`src/rtl/if_id_pipe_stage_if.sv`:
```
// IF/ID stage bus: fetch-side beat with its handshake, hazard and flush controls,
// and the decode-side beat. The stage sees the slave view and the environment
// (fetch unit, hazard unit, decode) sees the master view.
interface if_id_pipe_stage_if #(
    parameter int XLEN = 32,
    parameter int ILEN = 32
);
    logic            in_valid;
    logic            hit;
    logic            in_ready;
    logic [ILEN-1:0] instruction;
    logic [XLEN-1:0] pc;
    logic [XLEN-1:0] pc_plus_four;
    logic            stall;
    logic            flush;
    logic            out_valid;
    logic [ILEN-1:0] out_instruction;
    logic [XLEN-1:0] out_pc;
    logic [XLEN-1:0] out_next_pc;

    modport master (
        output in_valid, hit, instruction, pc, pc_plus_four, stall, flush,
        input  in_ready, out_valid, out_instruction, out_pc, out_next_pc
    );

    modport slave (
        input  in_valid, hit, instruction, pc, pc_plus_four, stall, flush,
        output in_ready, out_valid, out_instruction, out_pc, out_next_pc
    );
endinterface

```
`src/rtl/if_id_pipe_stage.sv`:
```
// IF/ID pipeline stage: one output register plus an optional 1-entry skid
// buffer, so the fetch side sees a ready that depends only on stage state.
// Flush kills everything held and the incoming beat; stall and flush
// activity is tracked in saturating counters.
module if_id_pipe_stage #(
    parameter int              XLEN     = 32,
    parameter int              ILEN     = 32,
    parameter logic [ILEN-1:0] NOP_INSN = ILEN'(32'h00000013),
    parameter bit              SKID_EN  = 1'b1,
    parameter int              CNT_W    = 16
) (
    input  logic               clk_i,
    input  logic               rst_n_i,
    if_id_pipe_stage_if.slave  pipe_if,
    output logic [CNT_W-1:0]   stall_cnt_o,
    output logic [CNT_W-1:0]   flush_cnt_o
);

    logic            main_valid_q, main_valid_d;
    logic [ILEN-1:0] main_insn_q,  main_insn_d;
    logic [XLEN-1:0] main_pc_q,    main_pc_d;
    logic [XLEN-1:0] main_npc_q,   main_npc_d;

    logic            skid_valid_q, skid_valid_d;
    logic [ILEN-1:0] skid_insn_q,  skid_insn_d;
    logic [XLEN-1:0] skid_pc_q,    skid_pc_d;
    logic [XLEN-1:0] skid_npc_q,   skid_npc_d;

    logic [CNT_W-1:0] stall_cnt_q, stall_cnt_d;
    logic [CNT_W-1:0] flush_cnt_q, flush_cnt_d;

    logic main_free;
    logic in_ready;
    logic in_fire;

    // Main register can take a new beat when it is empty or its beat leaves now.
    assign main_free = ~main_valid_q | ~pipe_if.stall;
    assign in_fire   = pipe_if.in_valid & pipe_if.hit & in_ready;

    // Ready: with a skid, depends only on skid occupancy; without, on main state and stall.
    always_comb begin
        if (SKID_EN) begin
            in_ready = rst_n_i & ~skid_valid_q;
        end else begin
            in_ready = rst_n_i & main_free;
        end
    end

    // Next-state for main and skid entries; flush overrides every other update.
    always_comb begin
        main_valid_d = main_valid_q;
        main_insn_d  = main_insn_q;
        main_pc_d    = main_pc_q;
        main_npc_d   = main_npc_q;
        skid_valid_d = skid_valid_q;
        skid_insn_d  = skid_insn_q;
        skid_pc_d    = skid_pc_q;
        skid_npc_d   = skid_npc_q;
        if (pipe_if.flush) begin
            // PC fields hold so debug still sees the last killed instruction's address.
            main_valid_d = 1'b0;
            skid_valid_d = 1'b0;
        end else if (main_free) begin
            if (skid_valid_q) begin
                main_valid_d = 1'b1;
                main_insn_d  = skid_insn_q;
                main_pc_d    = skid_pc_q;
                main_npc_d   = skid_npc_q;
                skid_valid_d = 1'b0;
            end else if (in_fire) begin
                main_valid_d = 1'b1;
                main_insn_d  = pipe_if.instruction;
                main_pc_d    = pipe_if.pc;
                main_npc_d   = pipe_if.pc_plus_four;
            end else begin
                main_valid_d = 1'b0;
            end
        end else if (in_fire && SKID_EN) begin
            skid_valid_d = 1'b1;
            skid_insn_d  = pipe_if.instruction;
            skid_pc_d    = pipe_if.pc;
            skid_npc_d   = pipe_if.pc_plus_four;
        end
    end

    // Saturating perf counters; a flush cycle is not counted as a stall cycle.
    always_comb begin
        stall_cnt_d = stall_cnt_q;
        flush_cnt_d = flush_cnt_q;
        if (main_valid_q && pipe_if.stall && !pipe_if.flush && (stall_cnt_q != '1)) begin
            stall_cnt_d = stall_cnt_q + CNT_W'(1);
        end
        if (pipe_if.flush && (main_valid_q || skid_valid_q) && (flush_cnt_q != '1)) begin
            flush_cnt_d = flush_cnt_q + CNT_W'(1);
        end
    end

    // State registers with asynchronous clear.
    always_ff @(posedge clk_i or negedge rst_n_i) begin
        if (!rst_n_i) begin
            main_valid_q <= 1'b0;
            main_insn_q  <= NOP_INSN;
            main_pc_q    <= '0;
            main_npc_q   <= '0;
            skid_valid_q <= 1'b0;
            skid_insn_q  <= NOP_INSN;
            skid_pc_q    <= '0;
            skid_npc_q   <= '0;
            stall_cnt_q  <= '0;
            flush_cnt_q  <= '0;
        end else begin
            main_valid_q <= main_valid_d;
            main_insn_q  <= main_insn_d;
            main_pc_q    <= main_pc_d;
            main_npc_q   <= main_npc_d;
            skid_valid_q <= skid_valid_d;
            skid_insn_q  <= skid_insn_d;
            skid_pc_q    <= skid_pc_d;
            skid_npc_q   <= skid_npc_d;
            stall_cnt_q  <= stall_cnt_d;
            flush_cnt_q  <= flush_cnt_d;
        end
    end

    // Empty slot always presents a NOP so decode never sees stale bits.
    assign pipe_if.out_instruction = main_valid_q ? main_insn_q : NOP_INSN;
    assign pipe_if.out_valid       = main_valid_q;
    assign pipe_if.out_pc          = main_pc_q;
    assign pipe_if.out_next_pc     = main_npc_q;
    assign pipe_if.in_ready        = in_ready;
    assign stall_cnt_o             = stall_cnt_q;
    assign flush_cnt_o             = flush_cnt_q;

endmodule

```
`src/flat_wrapper.sv`:
```
// flat-port wrapper written by rule: the top's interface ports become plain ports
module if_id_pipe_stage_flat 
#(
    parameter int              XLEN     = 32,
    parameter int              ILEN     = 32,
    parameter logic [ILEN-1:0] NOP_INSN = ILEN'(32'h00000013),
    parameter bit              SKID_EN  = 1'b1,
    parameter int              CNT_W    = 16
)
  (clk_i, rst_n_i, stall_cnt_o, flush_cnt_o, pipe_if_in_valid, pipe_if_hit, pipe_if_instruction, pipe_if_pc, pipe_if_pc_plus_four, pipe_if_stall, pipe_if_flush, pipe_if_in_ready, pipe_if_out_valid, pipe_if_out_instruction, pipe_if_out_pc, pipe_if_out_next_pc);
  if_id_pipe_stage_if #(.XLEN(XLEN), .ILEN(ILEN)) pipe_if_i ();
  input  logic clk_i;
  input  logic rst_n_i;
  output logic [CNT_W-1:0] stall_cnt_o;
  output logic [CNT_W-1:0] flush_cnt_o;
  input wire logic [$bits(pipe_if_i.in_valid)-1:0] pipe_if_in_valid;
  input wire logic [$bits(pipe_if_i.hit)-1:0] pipe_if_hit;
  input wire logic [$bits(pipe_if_i.instruction)-1:0] pipe_if_instruction;
  input wire logic [$bits(pipe_if_i.pc)-1:0] pipe_if_pc;
  input wire logic [$bits(pipe_if_i.pc_plus_four)-1:0] pipe_if_pc_plus_four;
  input wire logic [$bits(pipe_if_i.stall)-1:0] pipe_if_stall;
  input wire logic [$bits(pipe_if_i.flush)-1:0] pipe_if_flush;
  output wire logic [$bits(pipe_if_i.in_ready)-1:0] pipe_if_in_ready;
  output wire logic [$bits(pipe_if_i.out_valid)-1:0] pipe_if_out_valid;
  output wire logic [$bits(pipe_if_i.out_instruction)-1:0] pipe_if_out_instruction;
  output wire logic [$bits(pipe_if_i.out_pc)-1:0] pipe_if_out_pc;
  output wire logic [$bits(pipe_if_i.out_next_pc)-1:0] pipe_if_out_next_pc;
  assign pipe_if_i.in_valid = pipe_if_in_valid;
  assign pipe_if_i.hit = pipe_if_hit;
  assign pipe_if_i.instruction = pipe_if_instruction;
  assign pipe_if_i.pc = pipe_if_pc;
  assign pipe_if_i.pc_plus_four = pipe_if_pc_plus_four;
  assign pipe_if_i.stall = pipe_if_stall;
  assign pipe_if_i.flush = pipe_if_flush;
  assign pipe_if_in_ready = pipe_if_i.in_ready;
  assign pipe_if_out_valid = pipe_if_i.out_valid;
  assign pipe_if_out_instruction = pipe_if_i.out_instruction;
  assign pipe_if_out_pc = pipe_if_i.out_pc;
  assign pipe_if_out_next_pc = pipe_if_i.out_next_pc;
  if_id_pipe_stage #(.XLEN(XLEN), .ILEN(ILEN), .NOP_INSN(NOP_INSN), .SKID_EN(SKID_EN), .CNT_W(CNT_W)) u_core (.clk_i(clk_i), .rst_n_i(rst_n_i), .pipe_if(pipe_if_i), .stall_cnt_o(stall_cnt_o), .flush_cnt_o(flush_cnt_o));
endmodule
```
`config.mk`:
```
export PLATFORM = sky130hd
export DESIGN_NAME = if_id_pipe_stage_flat
export DESIGN_NICKNAME = d
export VERILOG_FILES = /design/src/rtl/if_id_pipe_stage_if.sv /design/src/rtl/if_id_pipe_stage.sv /design/src/flat_wrapper.sv
export SDC_FILE = /design/constraint.sdc
export NUM_CORES = 1
export LEC_CHECK = 0
export ABC_AREA = 0
export BUFFER_PORTS_ARGS = -buffer_cell sky130_fd_sc_hd__buf_2
export CAP_MARGIN = 30
export CORE_MARGIN = 2
export CORE_UTILIZATION = 31
export CTS_CLUSTER_SIZE = 28
export DETAILED_ROUTE_END_ITERATION = 6
export HOLD_SLACK_MARGIN = 0.15
export PLACE_DENSITY = 0.61
export SLEW_MARGIN = 10
export SYNTH_ARGS = -nofsm -noshare
export SYNTH_HDL_FRONTEND = slang
export SYNTH_SLANG_ARGS = --single-unit
```
`constraint.sdc`:
```
create_clock -name clk_i -period 2.2 [get_ports clk_i]
set_clock_uncertainty 0.1 [all_clocks]
set_input_delay 0.22 -clock clk_i [delete_from_list [all_inputs] [get_ports clk_i]]
set_output_delay 0.22 -clock clk_i [all_outputs]
set_load 0.03 [all_outputs]
```
; ---- Yosys cells after proc, flatten, opt, wreduce, memory -nomap -nowiden
; Index checks and enable logic that the tools add are counted.
[totals]
register_bits = 226
inputBits = 102
[classes]
n_addsub = 2
n_eq_ne = 2
n_mux = 14
n_bitwise = 9
n_reduce_logical = 12
[ops]
columns = operator, n
row1 = $mux W32, 7
row2 = $add A16 B1 Y16 const B, 2
row3 = $ne A16 B16 Y1 const B, 2
row4 = $mux W1, 7
row5 = $reduce_and A3 Y1, 2
row6 = $logic_and A1 B1 Y1, 5
row7 = $not A1 Y1, 5
row8 = $reduce_bool A2 Y1, 2
row9 = $and A1 B1 Y1, 3
row10 = $reduce_bool A3 Y1, 1
row11 = $logic_not A1 Y1, 1
row12 = $logic_or A1 B1 Y1, 1
row13 = $or A1 B1 Y1, 1

; ---- Logic depth before layout (Yosys ltp)
; Gate-level depths: netlist of the first run.
[depth]
depth_word = 7
mapped_depth = 7
mapped_depth_nobuf = 5

; ---- Worst setup path after synthesis of the first run
; No wires, ideal clock.
[synth_path]
kind = register to register
startpoint = register u_core.skid_valid_q
endpoint = register u_core.skid_npc_q[0]
t_arrival_ps = 1964
path_slack_ps = 11
stages_incl_launch_ff = 8
path_cell_list = dfrtp_1 buf_4 nor2b_1 and4_1 buf_2 buf_6 buf_6 mux2_4
[synth_via]
elab_chain_cells = 4
[synth_lines]
columns = item, line
row1 = start: declaration, if_id_pipe_stage.sv:24  ; logic skid_valid_q, skid_valid_d;
row2 = start signal: assignment, if_id_pipe_stage.sv:116  ; skid_valid_q <= skid_valid_d;
row3 = $not A1 Y1, if_id_pipe_stage.sv:43  ; in_ready = rst_n_i & ~skid_valid_q;
row4 = $and A1 B1 Y1, if_id_pipe_stage.sv:43
row5 = net pipe_if_in_ready, flat_wrapper.sv:23  ; output wire logic [$bits(pipe_if_i.in_ready)-1:0] pipe_if_in_ready;
row6 = $and A1 B1 Y1, if_id_pipe_stage.sv:38  ; assign in_fire = pipe_if.in_valid & pipe_if.hit & in_ready;
row7 = $reduce_and A3 Y1 (no line), -
row8 = end signal: assignment, if_id_pipe_stage.sv:119  ; skid_npc_q <= skid_npc_d;
row9 = end: declaration, if_id_pipe_stage.sv:27  ; logic [XLEN-1:0] skid_npc_q, skid_npc_d;
; The timed path passes the listed nets, and every way through them passes these cells.
; A chain may end at the register's enable or synchronous reset.

; ---- Worst setup path in the final report of the first run
[layout_path]
startpoint = register u_core.main_valid_q (netlist: u_core.pipe_if.out_valid)
endpoint = output port pipe_if_out_instruction[11]
[layout_via]
elab_chain_cells = 1
[layout_lines]
columns = item, line
row1 = start: declaration, if_id_pipe_stage.sv:19  ; logic main_valid_q, main_valid_d;
row2 = start signal: assignment, if_id_pipe_stage.sv:112  ; main_valid_q <= main_valid_d;
row3 = $mux W32, if_id_pipe_stage.sv:126  ; assign pipe_if.out_instruction = main_valid_q ? main_insn_q : NOP_INSN;
row4 = end: declaration, flat_wrapper.sv:25  ; output wire logic [$bits(pipe_if_i.out_instruction)-1:0] pipe_if_out_instruction;
; No other way between the ends.

==> flow_results.xml, run 1 <==
<?xml version="1.0" encoding="UTF-8"?>
<metrics>
  <group name="logic_synthesis">
    <metric name="synth_area_per_cell" unit="um^2">14.8</metric>
    <metric name="seq_area_frac_synth" unit="%">54.8</metric>
    <metric name="synth_top_area_cell" unit="">sky130_fd_sc_hd__dfrtp_1</metric>
    <metric name="synthesis_stage_register_bit_count" unit="">226</metric>
    <metric name="synth_top_cell_area_share" unit="%">53.3</metric>
    <metric name="synth.lib_cells_used.distinct" unit="">39</metric>
    <metric name="synthCells" unit="">699</metric>
    <metric name="synth.net_count" unit="">803</metric>
    <metric name="post_synth_instance_area" unit="um^2">10300</metric>
    <metric name="synth-warning-count" unit="">0</metric>
    <metric name="synth.area.top_cells" unit="">sky130_fd_sc_hd__dfrtp_1, sky130_fd_sc_hd__mux2_2, sky130_fd_sc_hd__mux2_4, sky130_fd_sc_hd__mux2_1, sky130_fd_sc_hd__xor2_1</metric>
    <metric name="synth_edf_count" unit="">0</metric>
    <metric name="synth_async_sr_flop_share" unit="%">100</metric>
    <metric name="ys.flop_type" unit="">sky130_fd_sc_hd__dfrtp_1</metric>
  </group>
  <group name="hold_path">
    <metric name="hold_start" unit="">pipe_if_hit</metric>
    <metric name="worst_min_delay_path_category" unit="">in -&gt; reg</metric>
  </group>
  <group name="timing">
    <metric name="maxSlewViolCount" unit="">0</metric>
    <metric name="final_worst_path_period_need" unit="ns">2.01</metric>
    <metric name="sum_neg_setup_slack" unit="ns">0</metric>
    <metric name="min_period_over_period" unit="%">91.4</metric>
    <metric name="fmax" unit="MHz">497</metric>
    <metric name="final_hold_viol_count" unit="">0</metric>
    <metric name="maxSlewHeadroom" unit="%">54.3</metric>
    <metric name="unrepaired_setup_endpoints_after_global_routing" unit="">false</metric>
    <metric name="finalSetupViolCount" unit="">0</metric>
    <metric name="timing_worst_slew_pin_value" unit="ns">0.685</metric>
  </group>
  <group name="placed_design">
    <metric name="port_buffers" unit="">231</metric>
    <metric name="gp_routability_congestion" unit="">0.734</metric>
    <metric name="place.detailed.hpwl" unit="um">15400</metric>
  </group>
  <group name="setup_path">
    <metric name="critical_path_arrival" unit="ns">1.69</metric>
    <metric name="critPathLaunch" unit="">u_core.pipe_if.out_valid</metric>
    <metric name="rr_startpoint" unit="">u_core.skid_valid_q</metric>
    <metric name="critPathKind" unit="">reg -&gt; out</metric>
    <metric name="worst_setup_path_start_kind" unit="">flop</metric>
    <metric name="end_kind" unit="">primary output</metric>
    <metric name="critPathMaxFanout" unit="">25</metric>
    <metric name="number_of_cells_on_the_worst_reg_to_reg_path" unit="">5</metric>
    <metric name="worst_setup_path_endpoint" unit="">pipe_if_out_instruction[11]</metric>
    <metric name="cp.required" unit="ns">1.88</metric>
    <metric name="r2r_end" unit="">u_core.pipe_if.out_next_pc[13]</metric>
    <metric name="r2r_slack" unit="ns">0.26</metric>
  </group>
  <group name="grt">
    <metric name="globalRouteTotalUtil" unit="%">13.8</metric>
    <metric name="grt_pass1_vias" unit="">7187</metric>
    <metric name="initial_antenna_violation_count" unit="">1</metric>
    <metric name="grt_start_max_net_pins" unit="">117</metric>
    <metric name="grt_pass1_wl" unit="um">39400</metric>
    <metric name="grt_overflow" unit="">0</metric>
  </group>
  <group name="final_layout">
    <metric name="areaGrowthSynthToFinish" unit="%">34.9</metric>
    <metric name="num_antenna_cells" unit="">0</metric>
    <metric name="share_of_final_layout_standard_cells_stronger_than_drive_strength_1" unit="%">53.0</metric>
    <metric name="design.final.nets" unit="">1146</metric>
  </group>
  <group name="die">
    <metric name="core_area" unit="um^2">32700</metric>
    <metric name="die_y" unit="um">187</metric>
    <metric name="initial_core_util" unit="%">31.6</metric>
    <metric name="die_w" unit="um">187</metric>
    <metric name="overall_die_area" unit="um^2">34800</metric>
    <metric name="floorplan.io_pins" unit="">232</metric>
    <metric name="placementRows" unit="">66</metric>
  </group>
  <group name="power_and_ir_drop">
    <metric name="ir_worst_vdd" unit="mV">0.601</metric>
    <metric name="leakagePower" unit="uW">0.00668</metric>
    <metric name="power.density_cell_area" unit="nW/um^2">822</metric>
    <metric name="power" unit="uW">11500</metric>
  </group>
  <group name="route">
    <metric name="drt_iter0_drc" unit="">173</metric>
    <metric name="drt_drc_violations_left" unit="">0</metric>
    <metric name="post_drt_wl_per_cell" unit="um">16.3</metric>
    <metric name="drt-total-wl" unit="um">24400</metric>
    <metric name="drt_pass1_iterations" unit="">6</metric>
    <metric name="via_density" unit="">4.53</metric>
    <metric name="routed-via-count" unit="">6806</metric>
    <metric name="ant_nets" unit="">0</metric>
  </group>
  <group name="clock_network">
    <metric name="cts_max_level" unit="">1</metric>
    <metric name="insertion_delay" unit="ns">0.53</metric>
    <metric name="post_cts.repair.setup_buffers" unit="">0</metric>
    <metric name="cts.sink_count" unit="">226</metric>
    <metric name="clockBufferDepth" unit="">3</metric>
    <metric name="clock_tree.root_cell" unit="">sky130_fd_sc_hd__clkbuf_16</metric>
    <metric name="cts.clk_slew.worst_paths" unit="ns">0.06</metric>
    <metric name="cts_inserted_buffers" unit="">27</metric>
    <metric name="clock_tree_from_tritoncts" unit="">built</metric>
  </group>
  <group name="job">
    <metric name="maximum_capacitance_violations" unit="">0</metric>
  </group>
  <group name="status">
    <metric name="status" unit="">complete, no violations</metric>
  </group>
</metrics>
cells by family after synthesis:
kind of cell | Yosys count | share of synthesized area (%)
xor gates and xnor gates | 27 | 2.29
buffers and inverters | 36 | 2.29
DFF | 226 | 54.8
adders and majority gates | 2 | 0.242
and+or+nand+nor | 109 | 6.65
muxes | 290 | 33.1
AOI/OAI and AO/OA | 9 | 0.594
where the power goes:
group,switching [uW],internal [uW],total (uW)
Sequential,304,4740,5050
Clock,1750,2450,4200
Combinational,1260,938,2200
Total,3320,8130,11500
sequential cells by signal, indices dropped and copies added, names as in the netlist, 16 cells and up:
name	flops
u_core.flush_cnt_o	16
u_core.main_insn_q	32
u_core.pipe_if.out_next_pc	32
u_core.pipe_if.out_pc	32
u_core.skid_insn_q	32
u_core.skid_npc_q	32
u_core.skid_pc_q	32
u_core.stall_cnt_o	16
per-stage QoR:
| step | instance area [um^2] | hold WS (ns) | worst slack (ns) | cells | utilization (%) |
|---|---|---|---|---|---|
| floorplan | 10300 | -0.176 | 0.0107 | 699 | - |
| global placement | 12100 | -0.0802 | 0.301 | 1353 | 36.9 |
| detailed placement | 12100 | -0.0816 | 0.283 | 1353 | 36.9 |
| CTS | 13900 | 0.238 | 0.0479 | 1503 | 42.6 |
| global route | 13900 | 0.255 | 0.0688 | 1503 | 42.6 |
| finish | 13900 | 0.276 | 0.189 | 1503 | 42.6 |
Yosys cell counts, types with 3 or more instances:
library cell / number
sky130_fd_sc_hd__nand2_1: 11
sky130_fd_sc_hd__nor3_1: 10
sky130_fd_sc_hd__buf_2: 15
sky130_fd_sc_hd__xnor2_1: 3
sky130_fd_sc_hd__nor2_1: 10
sky130_fd_sc_hd__dfstp_2: 6
sky130_fd_sc_hd__xor2_1: 24
sky130_fd_sc_hd__clkbuf_1: 9
sky130_fd_sc_hd__mux2_1: 35
sky130_fd_sc_hd__mux2_4: 40
sky130_fd_sc_hd__nand3_1: 9
sky130_fd_sc_hd__buf_6: 10
sky130_fd_sc_hd__nor4_1: 8
sky130_fd_sc_hd__a31oi_1: 3
sky130_fd_sc_hd__nand4_1: 4
sky130_fd_sc_hd__and3_1: 3
sky130_fd_sc_hd__mux2_2: 215
sky130_fd_sc_hd__and2_1: 29
sky130_fd_sc_hd__dfrtp_1: 220
sky130_fd_sc_hd__nand2b_1: 4
sky130_fd_sc_hd__nand4_2: 4
repair_timing:
item / CTS / global route
hold endpoints to repair: 311 / 0
hold buffers: 102 / 0
setup endpoints to repair: 0 / 7
gates resized for setup: 0 / 1
layout make-up:
type	instances	area [um^2]
clock buffers	39	781
clock inverters	9	51.3
fillers	3053	18800
multi-input cells	437	4440
flip-flops and latches	226	5670
well taps	442	553
repair buffers	350	2440
worst min-delay path by stage:
| stage | to | slack [ns] | depth (start not counted) |
|---|---|---|---|
| floorplan | u_core.flush_cnt_o[0] | -0.18 | 0 |
| global placement | u_core.pipe_if.out_valid | -0.08 | 1 |
| detailed placement | u_core.pipe_if.out_valid | -0.08 | 1 |
| CTS | u_core.skid_pc_q[9] | 0.24 | 4 |
| global route | u_core.skid_pc_q[12] | 0.25 | 4 |
| finish | u_core.skid_pc_q[20] | 0.28 | 4 |
per-layer routing:
| layer | vias to the layer above | global-route usage (%) | part of all wire (%) | wire (um) |
|---|---|---|---|---|
| met1 | 3404 | 18.5 | 46 | 11300 |
| met4 | 2 | 3.17 | 2.1 | 507 |
| met2 | 175 | 22.2 | 45 | 11000 |
| met5 | - | 0 | 0.029 | 7 |
| li1 | 3190 | - | - | - |
| met3 | 35 | 4.01 | 6.4 | 1570 |
critical path, cell delays in order (launching register included):
cell and delay [ns]:
sky130_fd_sc_hd__dfrtp_1 0.33, sky130_fd_sc_hd__buf_4 0.22, sky130_fd_sc_hd__buf_6 0.23, sky130_fd_sc_hd__and2_1 0.16, sky130_fd_sc_hd__buf_2 0.20
layout by cell type, fill, tap and decap left out, types with 3 or more instances in the layout:
| master | synthesis | layout |
|---|---|---|
| sky130_fd_sc_hd__nand2b_1 | 4 | 4 |
| sky130_fd_sc_hd__dfrtp_1 | 220 | 219 |
| sky130_fd_sc_hd__mux2_1 | 35 | 35 |
| sky130_fd_sc_hd__dlygate4sd3_1 | 0 | 102 |
| sky130_fd_sc_hd__and2_1 | 29 | 29 |
| sky130_fd_sc_hd__dfstp_2 | 6 | 6 |
| sky130_fd_sc_hd__buf_12 | 0 | 10 |
| sky130_fd_sc_hd__and3_1 | 3 | 3 |
| sky130_fd_sc_hd__clkbuf_16 | 0 | 27 |
| sky130_fd_sc_hd__nor4_1 | 8 | 8 |
| sky130_fd_sc_hd__clkbuf_1 | 9 | 6 |
| sky130_fd_sc_hd__nand3_1 | 9 | 9 |
| sky130_fd_sc_hd__nand2_1 | 11 | 11 |
| sky130_fd_sc_hd__nor3_1 | 10 | 10 |
| sky130_fd_sc_hd__xor2_1 | 24 | 24 |
| sky130_fd_sc_hd__nor2_1 | 10 | 10 |
| sky130_fd_sc_hd__mux2_2 | 215 | 215 |
| sky130_fd_sc_hd__xnor2_1 | 3 | 3 |
| sky130_fd_sc_hd__nand4_1 | 4 | 4 |
| sky130_fd_sc_hd__buf_4 | 2 | 6 |
| sky130_fd_sc_hd__buf_2 | 15 | 230 |
| sky130_fd_sc_hd__clkinv_2 | 0 | 7 |
| sky130_fd_sc_hd__clkbuf_8 | 0 | 6 |
| sky130_fd_sc_hd__nand4_2 | 4 | 4 |
| sky130_fd_sc_hd__mux2_4 | 40 | 40 |
| sky130_fd_sc_hd__a31oi_1 | 3 | 3 |
Power figures use the tool's default switching activity.
==> inputs of run 2 (changes only) <==
--- a/config.mk
+++ b/config.mk
@@ -13,7 +13,7 @@
 export CTS_CLUSTER_SIZE = 28
 export DETAILED_ROUTE_END_ITERATION = 6
 export HOLD_SLACK_MARGIN = 0.15
-export PLACE_DENSITY = 0.61
+export PLACE_DENSITY = 0.62
 export SLEW_MARGIN = 10
 export SYNTH_ARGS = -nofsm -noshare
 export SYNTH_HDL_FRONTEND = slang
==> constraint.sdc (replaced) <==
create_clock -name clk_i -period 1.8 [get_ports clk_i]
set_clock_uncertainty 0.1 [all_clocks]
set_input_delay 0.18 -clock clk_i [delete_from_list [all_inputs] [get_ports clk_i]]
set_output_delay 0.18 -clock clk_i [all_outputs]
set_load 0.03 [all_outputs]
==> flow_results.xml, run 2 (synthesis results as in run 1) <==
<?xml version="1.0" encoding="UTF-8"?>
<metrics>
  <group name="final_layout">
    <metric name="instances_no_fill" unit="">1554</metric>
    <metric name="most-common-layout-cells" unit="">sky130_fd_sc_hd__buf_2, sky130_fd_sc_hd__dfrtp_1, sky130_fd_sc_hd__mux2_2</metric>
    <metric name="final_common_cell" unit="">sky130_fd_sc_hd__buf_2</metric>
    <metric name="share_of_final_layout_standard_cells_stronger_than_drive_strength_1" unit="%">62.4</metric>
    <metric name="design.final.nets" unit="">1199</metric>
    <metric name="num_antenna_cells" unit="">0</metric>
    <metric name="final_area" unit="um^2">15200</metric>
    <metric name="areaGrowthSynthToFinish" unit="%">47.2</metric>
  </group>
  <group name="grt">
    <metric name="grt_pass1_vias" unit="">7639</metric>
    <metric name="initial_antenna_violation_count" unit="">0</metric>
    <metric name="globalRouteTotalUtil" unit="%">14.4</metric>
    <metric name="grt_start_max_net_pins" unit="">155</metric>
    <metric name="grt_overflow" unit="">0</metric>
    <metric name="grt_pass1_wl" unit="um">41300</metric>
  </group>
  <group name="power_and_ir_drop">
    <metric name="ir_worst_vdd" unit="mV">0.778</metric>
    <metric name="net-switching-power" unit="uW">4180</metric>
    <metric name="power" unit="uW">14900</metric>
    <metric name="p_sw_share" unit="%">28.1</metric>
    <metric name="clkPwrFrac" unit="%">37.4</metric>
    <metric name="p_seq_share" unit="%">41.7</metric>
    <metric name="combinationalPowerShare" unit="%">21.0</metric>
    <metric name="power.density_cell_area" unit="nW/um^2">980</metric>
    <metric name="internal-power" unit="uW">10700</metric>
    <metric name="leakagePower" unit="uW">0.00722</metric>
  </group>
  <group name="route">
    <metric name="drt_pass1_iterations" unit="">4</metric>
    <metric name="drt_drc_violations_left" unit="">0</metric>
    <metric name="drt_iter0_drc" unit="">240</metric>
    <metric name="drt-total-wl" unit="um">26300</metric>
    <metric name="ant_nets" unit="">0</metric>
    <metric name="via_density" unit="">4.61</metric>
    <metric name="post_drt_wl_per_cell" unit="um">16.9</metric>
    <metric name="routed-via-count" unit="">7160</metric>
  </group>
  <group name="setup_path">
    <metric name="critPathKind" unit="">reg -&gt; reg</metric>
    <metric name="critical_path_arrival" unit="ns">2.16</metric>
    <metric name="critical_path_depth" unit="">4</metric>
    <metric name="cp.buffers_inverters" unit="">1</metric>
    <metric name="critical_path_s_top_delay_family" unit="">flip-flops</metric>
    <metric name="worst_setup_path_start_kind" unit="">flop</metric>
    <metric name="cp.required" unit="ns">2.11</metric>
    <metric name="number_of_cells_on_the_worst_reg_to_reg_path" unit="">4</metric>
    <metric name="slowest_delay" unit="ns">0.51</metric>
    <metric name="ordered_cell_list_for_the_critical_path" unit="">nor2b_4 &gt; and4_4 &gt; buf_16 &gt; mux2_2</metric>
    <metric name="end_kind" unit="">flop</metric>
    <metric name="crit_path_top_delay_cell" unit="">sky130_fd_sc_hd__dfrtp_4</metric>
    <metric name="critPathMaxFanout" unit="">42</metric>
  </group>
  <group name="placed_design">
    <metric name="port_buffers" unit="">231</metric>
    <metric name="gp_routability_congestion" unit="">0.761</metric>
    <metric name="place.detailed.hpwl" unit="um">16300</metric>
    <metric name="number_of_placed_instances_with_taps_included" unit="">1395</metric>
    <metric name="placement.setup.worst_slack" unit="ns">-0.0302</metric>
    <metric name="detailed_place.area" unit="um^2">12500</metric>
  </group>
  <group name="hold_path">
    <metric name="worst_min_delay_path_category" unit="">in -&gt; async</metric>
  </group>
  <group name="job">
    <metric name="maximum_capacitance_violations" unit="">0</metric>
  </group>
  <group name="clock_network">
    <metric name="clock_tree_from_tritoncts" unit="">built</metric>
    <metric name="insertion_delay" unit="ns">0.53</metric>
    <metric name="cts.clk_slew.worst_paths" unit="ns">0.06</metric>
    <metric name="cts.sink_count" unit="">226</metric>
    <metric name="cts_max_level" unit="">1</metric>
    <metric name="cts_inserted_buffers" unit="">26</metric>
    <metric name="clock_tree.root_cell" unit="">sky130_fd_sc_hd__clkbuf_16</metric>
    <metric name="clockBufferDepth" unit="">3</metric>
  </group>
  <group name="die">
    <metric name="die_y" unit="um">187</metric>
    <metric name="floorplan.io_pins" unit="">232</metric>
    <metric name="die_w" unit="um">187</metric>
    <metric name="overall_die_area" unit="um^2">34800</metric>
    <metric name="core_area" unit="um^2">32700</metric>
    <metric name="placementRows" unit="">66</metric>
    <metric name="initial_core_util" unit="%">31.6</metric>
  </group>
  <group name="status">
    <metric name="status" unit="">complete, but fails checks</metric>
    <metric name="violations" unit="">setup timing</metric>
  </group>
  <group name="timing">
    <metric name="final_hold_viol_count" unit="">0</metric>
    <metric name="postLayoutSetupSlackWorst" unit="ns">-0.0483</metric>
    <metric name="maxSlewHeadroom" unit="%">48.8</metric>
    <metric name="min_period_over_period" unit="%">103</metric>
    <metric name="finalSetupViolCount" unit="">77</metric>
    <metric name="fmax" unit="MHz">541</metric>
    <metric name="timing_worst_slew_pin_value" unit="ns">0.768</metric>
    <metric name="maxSlewViolCount" unit="">0</metric>
    <metric name="final_worst_path_period_need" unit="ns">1.85</metric>
    <metric name="unrepaired_setup_endpoints_after_global_routing" unit="">true</metric>
  </group>
</metrics>
## run 2: changes by cell type in the layout (fill, tap and decap cells not counted), moves of 21 or more
cell,before,now
sky130_fd_sc_hd__mux2_2,215,156
sky130_fd_sc_hd__mux2_1,35,14
sky130_fd_sc_hd__dfrtp_2,0,29
sky130_fd_sc_hd__buf_4,6,45
sky130_fd_sc_hd__buf_2,230,208
sky130_fd_sc_hd__mux2_4,40,120
sky130_fd_sc_hd__dfrtp_1,219,190
## run 2: layer usage
| layer | vias up | routed length, um | GRT usage [%] | part of all wire, % |
|---|---|---|---|---|
| li1 | 3310 | - | - | - |
| met1 | 3622 | 11900 | 19.1 | 45 |
| met2 | 186 | 12200 | 23.5 | 47 |
| met3 | 42 | 1690 | 3.74 | 6.4 |
| met4 | 0 | 442 | 3.30 | 1.7 |
| met5 | - | 0 | 0 | 0 |
## run 2: power by group through the flow
| stage | clock network [uW] | logic [uW] | registers, uW |
|---|---|---|---|
| after floorplan | 0 | 869 | 7010 |
| after global placement | 0 | 2580 | 6240 |
| after detailed placement | 0 | 2620 | 6260 |
| after CTS | 5760 | 2890 | 6180 |
| after global routing | 5970 | 3300 | 6300 |
| final | 5560 | 3120 | 6210 |
## run 2: stage by stage
step	TNS (ns)	util (%)	hold slack, ns
6_report	-1.24	46.5	0.318
5_1_grt	-10.03	46.5	0.317
4_1_cts	-0.529	44.7	0.211
3_5_place_dp	-0.544	38.3	0.328
2_1_floorplan	-1.50	-	-0.216
3_3_place_gp	-0.346	38.3	0.324
## run 2: tightest hold or removal path, stage by stage
cell and delay, ns:
sky130_fd_sc_hd__buf_8 0.09, sky130_fd_sc_hd__dlygate4sd3_1 0.58, sky130_fd_sc_hd__clkbuf_16 0.56
## run 2: worst paths after layout
check | start | slack (ns) | end
min in group clk_i | pipe_if_instruction[9] | 0.33 | u_core.skid_insn_q[9]
worst max register to register | u_core.skid_valid_q | -0.05 | u_core.skid_npc_q[25]
max in group asynchronous | rst_n_i | 0.24 | u_core.pipe_if.out_pc[10]
worst min register to register | u_core.pipe_if.out_next_pc[4] | 0.38 | u_core.pipe_if.out_next_pc[4]
worst min-delay path | rst_n_i | 0.32 | u_core.pipe_if.out_next_pc[30]
worst max-delay path | u_core.skid_valid_q | -0.05 | u_core.skid_npc_q[25]
## run 2: cell type report
cell class / count / area (um^2)
fillers: 2913 / 17500
repair buffers: 404 / 3180
clock buffers: 35 / 736
multi-input cells: 437 / 4870
clock inverters: 10 / 156
flip-flops and latches: 226 / 5700
well taps: 442 / 553
## run 2: what timing repair did
action / in CTS / in global routing
setup buffers: 2 / 7
gates cloned: 1 / 4
endpoints found under the setup margin: 102 / 222
hold buffers: 100 / 0
resized for setup: 56 / 105
pin swaps: 0 / 2
endpoints found under the hold margin: 344 / 0
